**config.mk**
```make
export PLATFORM = sky130hd
export DESIGN_NAME = ipc_mailbox_multi
export DESIGN_NICKNAME = d
export VERILOG_FILES = /design/src/rtl/ipc_mailbox_multi.sv
export SDC_FILE = /design/constraint.sdc
export NUM_CORES = 1
export LEC_CHECK = 0
export BUFFER_PORTS_ARGS = -buffer_cell sky130_fd_sc_hd__buf_2
export CELL_PAD_IN_SITES_DETAIL_PLACEMENT = 0
export CELL_PAD_IN_SITES_GLOBAL_PLACEMENT = 1
export CORE_AREA = 2 2 330 169
export DETAILED_ROUTE_END_ITERATION = 8
export DIE_AREA = 0 0 332 171
export PLACE_DENSITY_LB_ADDON = 0.05
export SLEW_MARGIN = 0
export SYNTH_ARGS = -nofsm -noshare
export SYNTH_HDL_FRONTEND = slang
export SYNTH_SLANG_ARGS = --single-unit
```
**constraint.sdc**
```tcl
create_clock -name clk_clk -period 5.9 [get_ports clk_clk]
set_input_delay 0.885 -clock clk_clk [delete_from_list [all_inputs] [get_ports clk_clk]]
set_output_delay 0.885 -clock clk_clk [all_outputs]
set_load 0.02 [all_outputs]
```
**src/rtl/ipc_mailbox_multi.sv**
```systemverilog
// ipc_mailbox_multi: host <-> remote mailbox, NUM_CH channels, FIFO per direction.
// Build option IPC_MBOX_IRQ_EN adds IRQ_EN registers and the interrupt outputs.
module ipc_mailbox_multi #(
  parameter int NUM_CH = 2,
  parameter int DATA_W = 32,
  parameter int DEPTH  = 4
) (
  input  logic                      clk_clk,
  input  logic                      reset_reset_n,
  input  logic [$clog2(NUM_CH)+1:0] host_address,
  input  logic                      host_read,
  input  logic                      host_write,
  input  logic [31:0]               host_writedata,
  output logic [31:0]               host_readdata,
  input  logic [$clog2(NUM_CH)+1:0] remote_address,
  input  logic                      remote_read,
  input  logic                      remote_write,
  input  logic [31:0]               remote_writedata,
  output logic [31:0]               remote_readdata,
  output logic                      host_irq,
  output logic [NUM_CH-1:0]         remote_irq
);

  localparam int AW = $clog2(NUM_CH) + 2;
  localparam int CW = (NUM_CH > 1) ? $clog2(NUM_CH) : 1;
  localparam int PW = $clog2(DEPTH);
  localparam int NW = PW + 1;

  // index 0 is the host side, 1 the remote side.
  // FIFO d is pushed by side d and popped by side 1-d.
  logic [1:0][AW-1:0] addr;
  logic [1:0][31:0]   wdata;
  logic [1:0]         rd_raw;
  logic [1:0]         wr_raw;
  logic [1:0]         rd_en;
  logic [1:0]         wr_en;
  logic [1:0][CW-1:0] ch;
  logic [1:0][CW-1:0] ch_ix;
  logic [1:0][1:0]    off;
  logic [1:0]         ch_ok;

  assign addr   = {remote_address, host_address};
  assign wdata  = {remote_writedata, host_writedata};
  assign rd_raw = {remote_read, host_read};
  assign wr_raw = {remote_write, host_write};

  logic [DATA_W-1:0] mem [2][NUM_CH][DEPTH];
  logic [PW-1:0]     wp  [2][NUM_CH];
  logic [PW-1:0]     rp  [2][NUM_CH];
  logic [NW-1:0]     cnt [2][NUM_CH];

  logic [1:0][NUM_CH-1:0] sel;
  logic [1:0][NUM_CH-1:0] empty;
  logic [1:0][NUM_CH-1:0] full;
  logic [1:0][NUM_CH-1:0] push;
  logic [1:0][NUM_CH-1:0] pop;
  logic [1:0][NUM_CH-1:0] flush;
  logic [1:0][NUM_CH-1:0] push_ok;
  logic [1:0][NUM_CH-1:0] pop_ok;

  logic [1:0][NUM_CH-1:0] ovf;
  logic [1:0][NUM_CH-1:0] unf;
  logic [1:0][31:0]       rd_val;

`ifdef IPC_MBOX_IRQ_EN
  logic [1:0][NUM_CH-1:0] irq_en;
`endif

  logic unused_wdata;
  assign unused_wdata = ^wdata;

  // address decode; a read and write on the same cycle is dropped
  always_comb begin
    for (int s = 0; s < 2; s++) begin
      rd_en[s] = rd_raw[s] & ~wr_raw[s];
      wr_en[s] = wr_raw[s] & ~rd_raw[s];
      ch[s]    = CW'(addr[s] >> 2);
      off[s]   = addr[s][1:0];
      ch_ok[s] = (32'(ch[s]) < NUM_CH);
      ch_ix[s] = ch_ok[s] ? ch[s] : '0;
      for (int c = 0; c < NUM_CH; c++)
        sel[s][c] = ch_ok[s] & (ch[s] == CW'(c));
    end
  end

  // per-FIFO push / pop / flush qualification
  always_comb begin
    for (int d = 0; d < 2; d++) begin
      for (int c = 0; c < NUM_CH; c++) begin
        empty[d][c]   = (cnt[d][c] == '0);
        full[d][c]    = (cnt[d][c] == NW'(DEPTH));
        push[d][c]    = wr_en[d] & sel[d][c]
                      & (off[d] == 2'd0);
        pop[d][c]     = rd_en[1-d] & sel[1-d][c]
                      & (off[1-d] == 2'd0);
        flush[d][c]   = wr_en[1-d] & sel[1-d][c]
                      & (off[1-d] == 2'd3)
                      & wdata[1-d][2];
        pop_ok[d][c]  = pop[d][c] & ~empty[d][c];
        push_ok[d][c] = push[d][c] & ~flush[d][c]
                      & (~full[d][c] | pop_ok[d][c]);
      end
    end
  end

  // FIFO storage; contents past the read pointer are don't-care
  always_ff @(posedge clk_clk) begin
    for (int d = 0; d < 2; d++)
      for (int c = 0; c < NUM_CH; c++)
        if (push_ok[d][c])
          mem[d][c][wp[d][c]] <= wdata[d][DATA_W-1:0];
  end

  // FIFO pointers and occupancy; flush beats a racing push
  always_ff @(posedge clk_clk or negedge reset_reset_n) begin
    if (!reset_reset_n) begin
      for (int d = 0; d < 2; d++)
        for (int c = 0; c < NUM_CH; c++) begin
          wp[d][c]  <= '0;
          rp[d][c]  <= '0;
          cnt[d][c] <= '0;
        end
    end else begin
      for (int d = 0; d < 2; d++)
        for (int c = 0; c < NUM_CH; c++) begin
          if (flush[d][c]) begin
            wp[d][c]  <= '0;
            rp[d][c]  <= '0;
            cnt[d][c] <= '0;
          end else begin
            if (push_ok[d][c])
              wp[d][c] <= wp[d][c] + PW'(1);
            if (pop_ok[d][c])
              rp[d][c] <= rp[d][c] + PW'(1);
            cnt[d][c] <= cnt[d][c]
                       + NW'(push_ok[d][c])
                       - NW'(pop_ok[d][c]);
          end
        end
    end
  end

  // sticky overflow (own pushes) and underflow (own pops) per side
  always_ff @(posedge clk_clk or negedge reset_reset_n) begin
    if (!reset_reset_n) begin
      ovf <= '0;
      unf <= '0;
    end else begin
      for (int s = 0; s < 2; s++)
        for (int c = 0; c < NUM_CH; c++) begin
          if (push[s][c] & ~flush[s][c]
              & full[s][c] & ~pop_ok[s][c])
            ovf[s][c] <= 1'b1;
          else if (wr_en[s] & sel[s][c]
                   & (off[s] == 2'd3) & wdata[s][0])
            ovf[s][c] <= 1'b0;
          if (pop[1-s][c] & empty[1-s][c])
            unf[s][c] <= 1'b1;
          else if (wr_en[s] & sel[s][c]
                   & (off[s] == 2'd3) & wdata[s][1])
            unf[s][c] <= 1'b0;
        end
    end
  end

  // read mux: DATA head, STATUS, IRQ_EN; CLEAR and unmapped read 0
  always_comb begin
    for (int s = 0; s < 2; s++) begin
      rd_val[s] = '0;
      if (ch_ok[s]) begin
        unique case (1'b1)
          off[s] == 2'd0: begin
            if (!empty[1-s][ch_ix[s]])
              rd_val[s] = 32'(mem[1-s][ch_ix[s]][rp[1-s][ch_ix[s]]]);
          end
          off[s] == 2'd1: begin
            rd_val[s][0]       = ~empty[1-s][ch_ix[s]];
            rd_val[s][1]       = full[s][ch_ix[s]];
            rd_val[s][2]       = ovf[s][ch_ix[s]];
            rd_val[s][3]       = unf[s][ch_ix[s]];
            rd_val[s][8 +: NW] = cnt[1-s][ch_ix[s]];
          end
          off[s] == 2'd2: begin
`ifdef IPC_MBOX_IRQ_EN
            rd_val[s][0] = irq_en[s][ch_ix[s]];
`endif
          end
          default: ;
        endcase
      end
    end
  end

  // readdata is captured on a legal read and held otherwise
  always_ff @(posedge clk_clk or negedge reset_reset_n) begin
    if (!reset_reset_n) begin
      host_readdata   <= '0;
      remote_readdata <= '0;
    end else begin
      if (rd_en[0])
        host_readdata <= rd_val[0];
      if (rd_en[1])
        remote_readdata <= rd_val[1];
    end
  end

`ifdef IPC_MBOX_IRQ_EN
  // IRQ_EN registers, one per side per channel
  always_ff @(posedge clk_clk or negedge reset_reset_n) begin
    if (!reset_reset_n) begin
      irq_en <= '0;
    end else begin
      for (int s = 0; s < 2; s++)
        for (int c = 0; c < NUM_CH; c++)
          if (wr_en[s] & sel[s][c] & (off[s] == 2'd2))
            irq_en[s][c] <= wdata[s][0];
    end
  end

  // level interrupts, registered from current occupancy
  always_ff @(posedge clk_clk or negedge reset_reset_n) begin
    if (!reset_reset_n) begin
      host_irq   <= 1'b0;
      remote_irq <= '0;
    end else begin
      host_irq   <= |(irq_en[0] & ~empty[1]);
      remote_irq <= irq_en[1] & ~empty[0];
    end
  end
`else
  assign host_irq   = 1'b0;
  assign remote_irq = '0;
`endif

endmodule

```
==> run metrics, run 1 <==
Port Buffer Count 139; clk root buf clkbuf_16; status completed; Synth area leader edfxtp_1; drt first pass iters 5; Slew headroom 25.8%; post-layout min period 3400 ps; Setup crit end kind register; Post-Place Cell Area 0.0256 sq mm; Critical R2R Capture cnt[5]; crit-path cells buf_2, buf_4, nor4_1, nor3_1, ha_1, inv_1, ha_1, inv_1, fa_1, xor2_1, xnor2_1, nor2_1; Worst Path Arrival 3870 ps; CP max stage delay 980 ps; Slew Viols, Final 0; post-CTS sizing 0; Synth Instances 1,275; asr flop ratio synth 16.3%; # setup viols final 0; Gate power share 20.5%; Startpoint Class input port; Yosys reg bits 612; Num CTS Buffers 53; EDFF count, synth 512; count leader, synth edfxtp_1; critical path's slowest cell nor4_1; 1st-iter DRT viols 1,139; synthesized area per cell 18.8 sq um; CTS tree done; Placer Congestion 0.764; Final nets 1,533; die footprint 0.0568 sq mm; period utilisation layout 57.6%; I/O Pins 143; RSZ-0062 raised after global routing no; CTS Buffer Depth 3; post-synthesis sequential area ratio 74.5%; worst-case vdd ir drop 0.180 mV; DRC errors left 0; first-pass GRT wire length 83,900 microns; Initial Util 44.2%; clock share of power 31.9%; internal power 7.94 mW; Util after Layout 50.2%; layout cells sized above 1 26.1%; total number of yosys warnings 0; Post-synth top cells edfxtp_1, mux4_2, nand2_1, dfrtp_1, mux2i_1; share of power burned in registers 47.6%; site row count 61; DPL Wire Length 33,700 microns; share of the synthesized area in the top cell type 64.1%; leakage 9.69 nW; die width 332 microns; Final Hold Violating Endpoints 0; antenna violations before repair 3; Crit path buffers/inverters 4; antenna viol nets, final 0; Final Cell Area 0.0273 sq mm; largest net degree at the start of global routing 42; clock-pin slew on the worst setup and hold paths 70 ps; total congestion overflow 0; post-DR vias/cell 5.56; CP required 6380 ps; Crit Path Max Fanout 41; Worst Hold Class in -> async; FF-to-FF Start cnt[4]; total number of vias 12,200; Layout Skew 12.2 ps; DR WL/cell 25.8 microns; Switch Pwr 3.07 mW; area growth from synthesis to layout 13.6%; Synth Cell Area 0.0240 sq mm; FF-to-FF path depth 10; setup tns final 0 ps; r2r setup slk 2790 ps; Main synth FF type edfxtp_1; vias in the first global route 12,300; die height 171 microns; Sink Count 612; fmax 294 MHz; Core Region 0.0543 sq mm; kind of cell adding the most delay to the critical path simple AND/OR/NAND/NOR gates; final WL 56,800 microns; Setup Crit Path Kind in -> reg; Total GRT Usage 20.3%; worst skew pair latency 590 ps; Switching Fraction 27.9%; Slew @ Worst Pin 1110 ps; post-CTS setup repair buffer count 0; largest cells by area after synthesis edfxtp_1, dfrtp_1, mux4_2; pwr dens 403 mW/mm^2; Yosys cell types 63; H-tree depth 2; hold_buf cts 0; Max Cap Viol 0
## routing by layer
layer	wire length [microns]	vias up	global-route usage (%)
met1	29500	6472	33.4
met2	23900	310	28.1
met3	2690	65	3.31
met5	0	-	0
met4	710	0	3.89
li1	-	5381	-
## cells in the final DEF (no fill, tap or decap), types with 5 or more instances in the layout
cell and n:
a21oi_1 12, a221o_1 9, a221oi_1 5, a22oi_1 6
a32oi_1 29, and2_2 16, and3_1 5, buf_2 138
buf_4 27, bufinv_16 5, clkbuf_1 19, clkbuf_16 55
clkinv_1 11, clkinv_2 7, dfrtp_1 96, edfxtp_1 512
ha_1 24, inv_1 23, mux2_2 10, mux2i_1 78
mux4_2 106, nand2_1 101, nand3_1 13, nor2_1 30
nor4_1 5, nor4b_1 6, o21ai_0 36, xnor2_1 10
xor2_1 6
## cells by family (layout without fill, tap and decap cells)
kind of cell / Yosys count / count (layout) / synth area share [%]
other: 1 / 6 / 0.0156
XOR/XNOR: 16 / 16 / 0.584
AND/OR/NAND/NOR: 208 / 208 / 4.32
flip-flops: 612 / 612 / 74.5
multiplexers: 195 / 195 / 13.7
AO/OA/AOI/OAI: 122 / 122 / 3.67
adder cells (fa/ha/maj): 28 / 28 / 1.58
buffers and inverters: 93 / 290 / 1.64
## flip-flops by register name, summed over array words and instances, names as in the netlist
| name | count |
|---|---|
| mem | 512 |
| cnt | 12 |
| unf | 4 |
| host_readdata | 32 |
| wp | 8 |
| ovf | 4 |
| remote_readdata | 32 |
| rp | 8 |
## metrics by stage
| step | hold slack [ps] | std cells | power [mW] | setup slack [ps] |
|---|---|---|---|---|
| floorplan | 448 | 1277 | 6.84 | 2370 |
| global placement | 458 | 2098 | 7.61 | 1940 |
| detailed placement | 465 | 2098 | 7.62 | 1900 |
| CTS | 232 | 2198 | 11.1 | 2550 |
| global route | 238 | 2199 | 11.5 | 2330 |
| finish | 251 | 2201 | 11.0 | 2500 |
## worst max-delay path by stage
stage / to / slack, ps / cells after the start / start
6_report: cnt[5] / 2500 / 12 / host_address[2]
5_1_grt: cnt[5] / 2330 / 12 / host_address[2]
4_1_cts: cnt[5] / 2550 / 12 / host_address[2]
3_5_place_dp: cnt[5] / 1900 / 12 / host_address[2]
3_3_place_gp: cnt[5] / 1940 / 12 / host_address[2]
2_1_floorplan: cnt[11] / 2370 / 14 / remote_address[1]
## power by group through the flow
stage,registers [mW],clock network (mW),logic [mW]
finish,5.23,3.51,2.26
detailed placement,5.33,0,2.29
global placement,5.33,0,2.28
CTS,5.24,3.59,2.30
floorplan,5.29,0,1.55
global route,5.28,3.77,2.48
## final cells by class
type,count,area (sq um)
inverter,25,93.8
timing repair buffer,165,893
antenna,3,7.51
tap,724,906
multi-input combinational,572,5780
fill,4463,27100
clock inverter,24,239
sequential,612,17900
clock buffer,76,1480
Note: power is estimated with default switching activity, not from simulation.
==> inputs of run 2 (changes only) <==
Clock period 5.9 ns to 3 ns, I/O delays scaled along.
==> run 2 against run 1 <==
Net effect:
- hold slack worse by 130 ps
- routed wire length fell by 0.77%
- largest cell class unchanged
- critical endpoint is now cnt[8]
- highest routed layer is now met5
- register-to-register slack worse by 2400 ps
==> run metrics, run 2 (synthesized netlist as in run 1, its figures left out) <==
status completed; Worst Hold Class in -> reg; Sink Count 612; largest net degree at the start of global routing 45; die width 332 microns; Placer Congestion 0.782; pwr dens 787 mW/mm^2; area growth from synthesis to layout 17.0%; fmax 371 MHz; antenna violations before repair 2; H-tree depth 2; die footprint 0.0568 sq mm; Worst Path Arrival 3160 ps; Num CTS Buffers 55; CP required 3460 ps; Port Buffer Count 139; Setup Crit Path Kind in -> reg; Final Cell Area 0.0281 sq mm; leakage 10.1 nW; CTS Buffer Depth 3; Final nets 1,593; Util after Layout 51.7%; drt first pass iters 4; first-pass GRT wire length 83,300 microns; CTS tree done; Max Cap Viol 0; Initial Util 44.2%; total congestion overflow 0; post-DR vias/cell 5.47; 1st-iter DRT viols 971; fin cells 2,260; layout cells sized above 1 29.4%; clock-pin slew on the worst setup and hold paths 70 ps; post-CTS sizing 0; Sequential Area 0.0179 sq mm; DRC errors left 0; max reg flops 512; vias in the first global route 12,500; Total GRT Usage 20.0%; most common cell after layout, fill and taps aside edfxtp_1; placed insts 2,155; Post-Place Cell Area 0.0262 sq mm; post-CTS setup repair buffer count 0; Layout Skew 16.5 ps; clk root buf clkbuf_16; commonest non-fill, non-tap cells in the layout edfxtp_1, buf_2, mux4_2; Crit Path Max Fanout 2; DPL Wire Length 33,400 microns; Core Region 0.0543 sq mm; die height 171 microns; Fill cells 4,463; site row count 61; DR WL/cell 24.9 microns; # setup viols final 0; Slew headroom 27.4%; total number of vias 12,400; antenna viol nets, final 0; Startpoint Class input port; Slew Viols, Final 0; Final Hold Violating Endpoints 0; Hold Slack 125 ps; worst skew pair latency 600 ps; Setup crit end kind register; RSZ-0062 raised after global routing no; period utilisation layout 89.7%; hold_buf cts 1; final WL 56,400 microns; post-layout min period 2690 ps; I/O Pins 143; worst-case vdd ir drop 0.368 mV; area of the multi-input gates 0.00579 sq mm; Slew @ Worst Pin 1090 ps
-- run 2: cell types whose count changed in the layout (fill, tap and decap cells not counted), moves of 2 or more --
cell and change:
clkinv_1 -3, clkbuf_16 +2, buf_4 +38, clkbuf_1 -4, buf_12 +19, clkinv_2 +2, clkbuf_8 +4, diode_2 -2
-- run 2: layer usage --
metal / global-route usage (%) / wire length, microns / vias up
met5: 0 / 16 / -
met4: 4.11 / 873 / 2
met3: 3.25 / 2550 / 68
met2: 28.1 / 23800 / 294
met1: 32.6 / 29100 / 6494
li1: - / - / 5504
-- run 2: power breakdown --
| part | switching (mW) | internal [mW] | leakage [nW] |
|---|---|---|---|
| sequential | 0.477 | 9.72 | 5.92 |
| clock | 3.09 | 4.15 | 0.905 |
| combinational | 2.47 | 2.21 | 3.29 |
| total | 6.03 | 16.1 | 10.1 |
-- run 2: final cells by class --
class | count | share of cell area [%]
clock inverter | 25 | 0.993
clock buffer | 78 | 5.57
sequential | 612 | 63.7
multi-input combinational | 572 | 20.6
timing repair buffer | 223 | 5.59
antenna | 1 | 0.00891
tap | 724 | 3.23
inverter | 25 | 0.334
-- run 2: critical path: stages --
cell	delay [ps]
buf_2	100
or4b_2	760
a311oi_1	350
and2b_2	230
inv_1	50
ha_1	260
inv_1	50
ha_1	130
inv_1	50
fa_1	370
xor2_1	170
xnor2_1	130
nor2_1	50
-- run 2: worst paths after layout --
| kind | startpoint | endpoint | slack, ps | depth (start not counted) |
|---|---|---|---|---|
| setup / recovery | host_read | cnt[8] | 310 | 13 |
| hold / removal | remote_writedata[11] | mem[1][43] | 130 | 1 |
| setup reg to reg | cnt[7] | cnt[8] | 400 | 12 |
| hold reg to reg | remote_readdata[14] | remote_readdata[14] | 470 | 2 |
| max in group asynchronous | reset_reset_n | wp[3] | 1690 | 3 |
| min in group asynchronous | reset_reset_n | host_readdata[28] | 450 | 2 |
-- run 2: metrics by stage --
stage / setup slack, ps / power, mW / setup TNS (ps)
floorplan: -18.8 / 13.5 / -18.8
CTS: 338 / 22.4 / 0
detailed placement: -302 / 15.1 / -695
global route: 89.6 / 23.1 / 0
finish: 308 / 22.1 / 0
global placement: -349 / 15.1 / -654
==> inputs of run 3 (changes only) <==
Clock period 3 ns to 3.1 ns, I/O delays scaled along.
==> run 3 against run 2 <==
Net effect:
- cell count shrank 0.35%
- global-route usage shrank 0.20 points
- clock power shrank 0.8%
- setup slack gained 11 ps
- first-iteration DRC count grew 2.2%
- die area is the same
- register-to-register slack is essentially flat
- count of clock-buffer cells in the layout shrank 7
- flip-flop and latch count is the same
- total power shrank 2.4%
- largest power group unchanged
==> run metrics, run 3 (synthesized netlist as in run 1, its figures left out) <==
status completed; CTS tree done; Startpoint Class input port; fmax 360 MHz; Final nets 1,586; period utilisation layout 89.7%; Placer Congestion 0.760; CTS Buffer Depth 3; drt first pass iters 5; DR WL/cell 24.7 microns; total number of vias 12,400; Final Hold Violating Endpoints 0; crit-path cells buf_2, or4b_2, a311oi_1, and2b_2, inv_1, ha_1, inv_1, ha_1, inv_1, fa_1, xor2_1, xnor2_1, nor2_1; final WL 55,700 microns; leakage 10.1 nW; DPL Wire Length 33,000 microns; post-DR vias/cell 5.50; RSZ-0062 raised after global routing no; Worst Hold Class in -> reg; area growth from synthesis to layout 17.1%; site row count 61; Final Cell Area 0.0281 sq mm; post-route setup slack 319 ps; post-CTS setup repair buffer count 0; Hold Slack 148 ps; Util after Layout 51.7%; Slew headroom 48.3%; vias in the first global route 12,200; Port Buffer Count 139; CP most frequent cell inv_1; antenna violations before repair 0; Layout Skew 20.6 ps; critical path startpoint host_read; clock-pin slew on the worst setup and hold paths 70 ps; Power Total 21.6 mW; total congestion overflow 0; H-tree depth 2; Hold Crit Start host_writedata[9]; Num CTS Buffers 54; Crit Path Max Fanout 2; antenna viol nets, final 0; most common cell after layout, fill and taps aside edfxtp_1; largest net degree at the start of global routing 46; worst-case vdd ir drop 0.354 mV; Worst Path Arrival 3240 ps; worst skew pair latency 600 ps; clk root buf clkbuf_16; die height 171 microns; kind of cell adding the most delay to the critical path simple AND/OR/NAND/NOR gates; DRC errors left 0; Max Cap Viol 0; Core Region 0.0543 sq mm; 1st-iter DRT viols 992; commonest non-fill, non-tap cells in the layout edfxtp_1, buf_2, mux4_2; post-layout min period 2780 ps; max reg flops 512; Initial Util 44.2%; # setup viols final 0; I/O Pins 143; Fill cells 4,397; first-pass GRT wire length 82,700 microns; FF-to-FF Start cnt[7]; critical path's slowest cell or4b_2; Setup Crit Path Kind in -> reg; Crit path buffers/inverters 4; Total GRT Usage 19.8%; Sink Count 612; pre-CTS setup slack -291 ps; pwr dens 768 mW/mm^2; Slew @ Worst Pin 775 ps; die width 332 microns; die footprint 0.0568 sq mm; Setup crit end kind register; CP required 3550 ps; Slew Viols, Final 0; CP max stage delay 750 ps; Post-Place Cell Area 0.0262 sq mm; layout cells sized above 1 29.0%
==> run 3: report_power, final <==
group / leakage, nW / total (mW) / internal, mW / switching (mW)
logic: 3.28 / 4.49 / 2.15 / 2.34
registers: 5.92 / 9.91 / 9.41 / 0.505
clock network: 0.923 / 7.18 / 4.22 / 2.96
total: 10.1 / 21.6 / 15.8 / 5.81
==> run 3: worst paths after layout <==
path / end / slack, ps / cells past startpoint
worst max register to register: cnt[8] / 410 / 12
worst min-delay path: mem[0][105] / 150 / 1
min in group asynchronous: host_readdata[21] / 440 / 2
worst min register to register: remote_readdata[18] / 470 / 2
max in group asynchronous: remote_readdata[6] / 1760 / 3
worst max-delay path: cnt[8] / 320 / 13
==> run 3: area by class of cell <==
type,instances,area (sq um),area share [%]
antenna,1,2.50,0.00890
clock buffer,71,1500,5.32
clock inverter,30,390,1.39
inverter,25,93.8,0.334
multi-input combinational,572,5780,20.6
sequential,612,17900,63.6
tap,724,906,3.22
timing repair buffer,217,1560,5.55
==> run 3: metal layers <==
metal / vias to the layer above / share of wire (%) / global-route usage, % / routed length, microns
met1: 6513 / 50 / 31.8 / 27900
met5: - / 0 / 0 / 0
li1: 5492 / - / - / -
met4: 0 / 1.4 / 3.62 / 755
met2: 301 / 43 / 28.5 / 24200
met3: 71 / 5.2 / 3.40 / 2870
==> run 3: timing repair <==
item | CTS | global route
hold buffers | 1 | 0
gates resized for setup | 0 | 0
hold endpoints to repair | 31 | 0
==> run 3: metrics by stage <==
stage	setup TNS (ps)	std cells
final	0	2252
after global routing	0	2251
after CTS	0	2251
after detailed placement	-470	2149
after global placement	-489	2149
after floorplan	0	1277
==> run 3: worst register-to-register path: stages (launching register included) <==
cell and delay [ps]:
dfrtp_1 380, nor3b_1 390, a21boi_0 290, and2b_2 270, inv_1 50, ha_1 210
inv_1 60, ha_1 130, inv_1 50, fa_1 370, xor2_1 180, xnor2_1 130
nor2_1 50
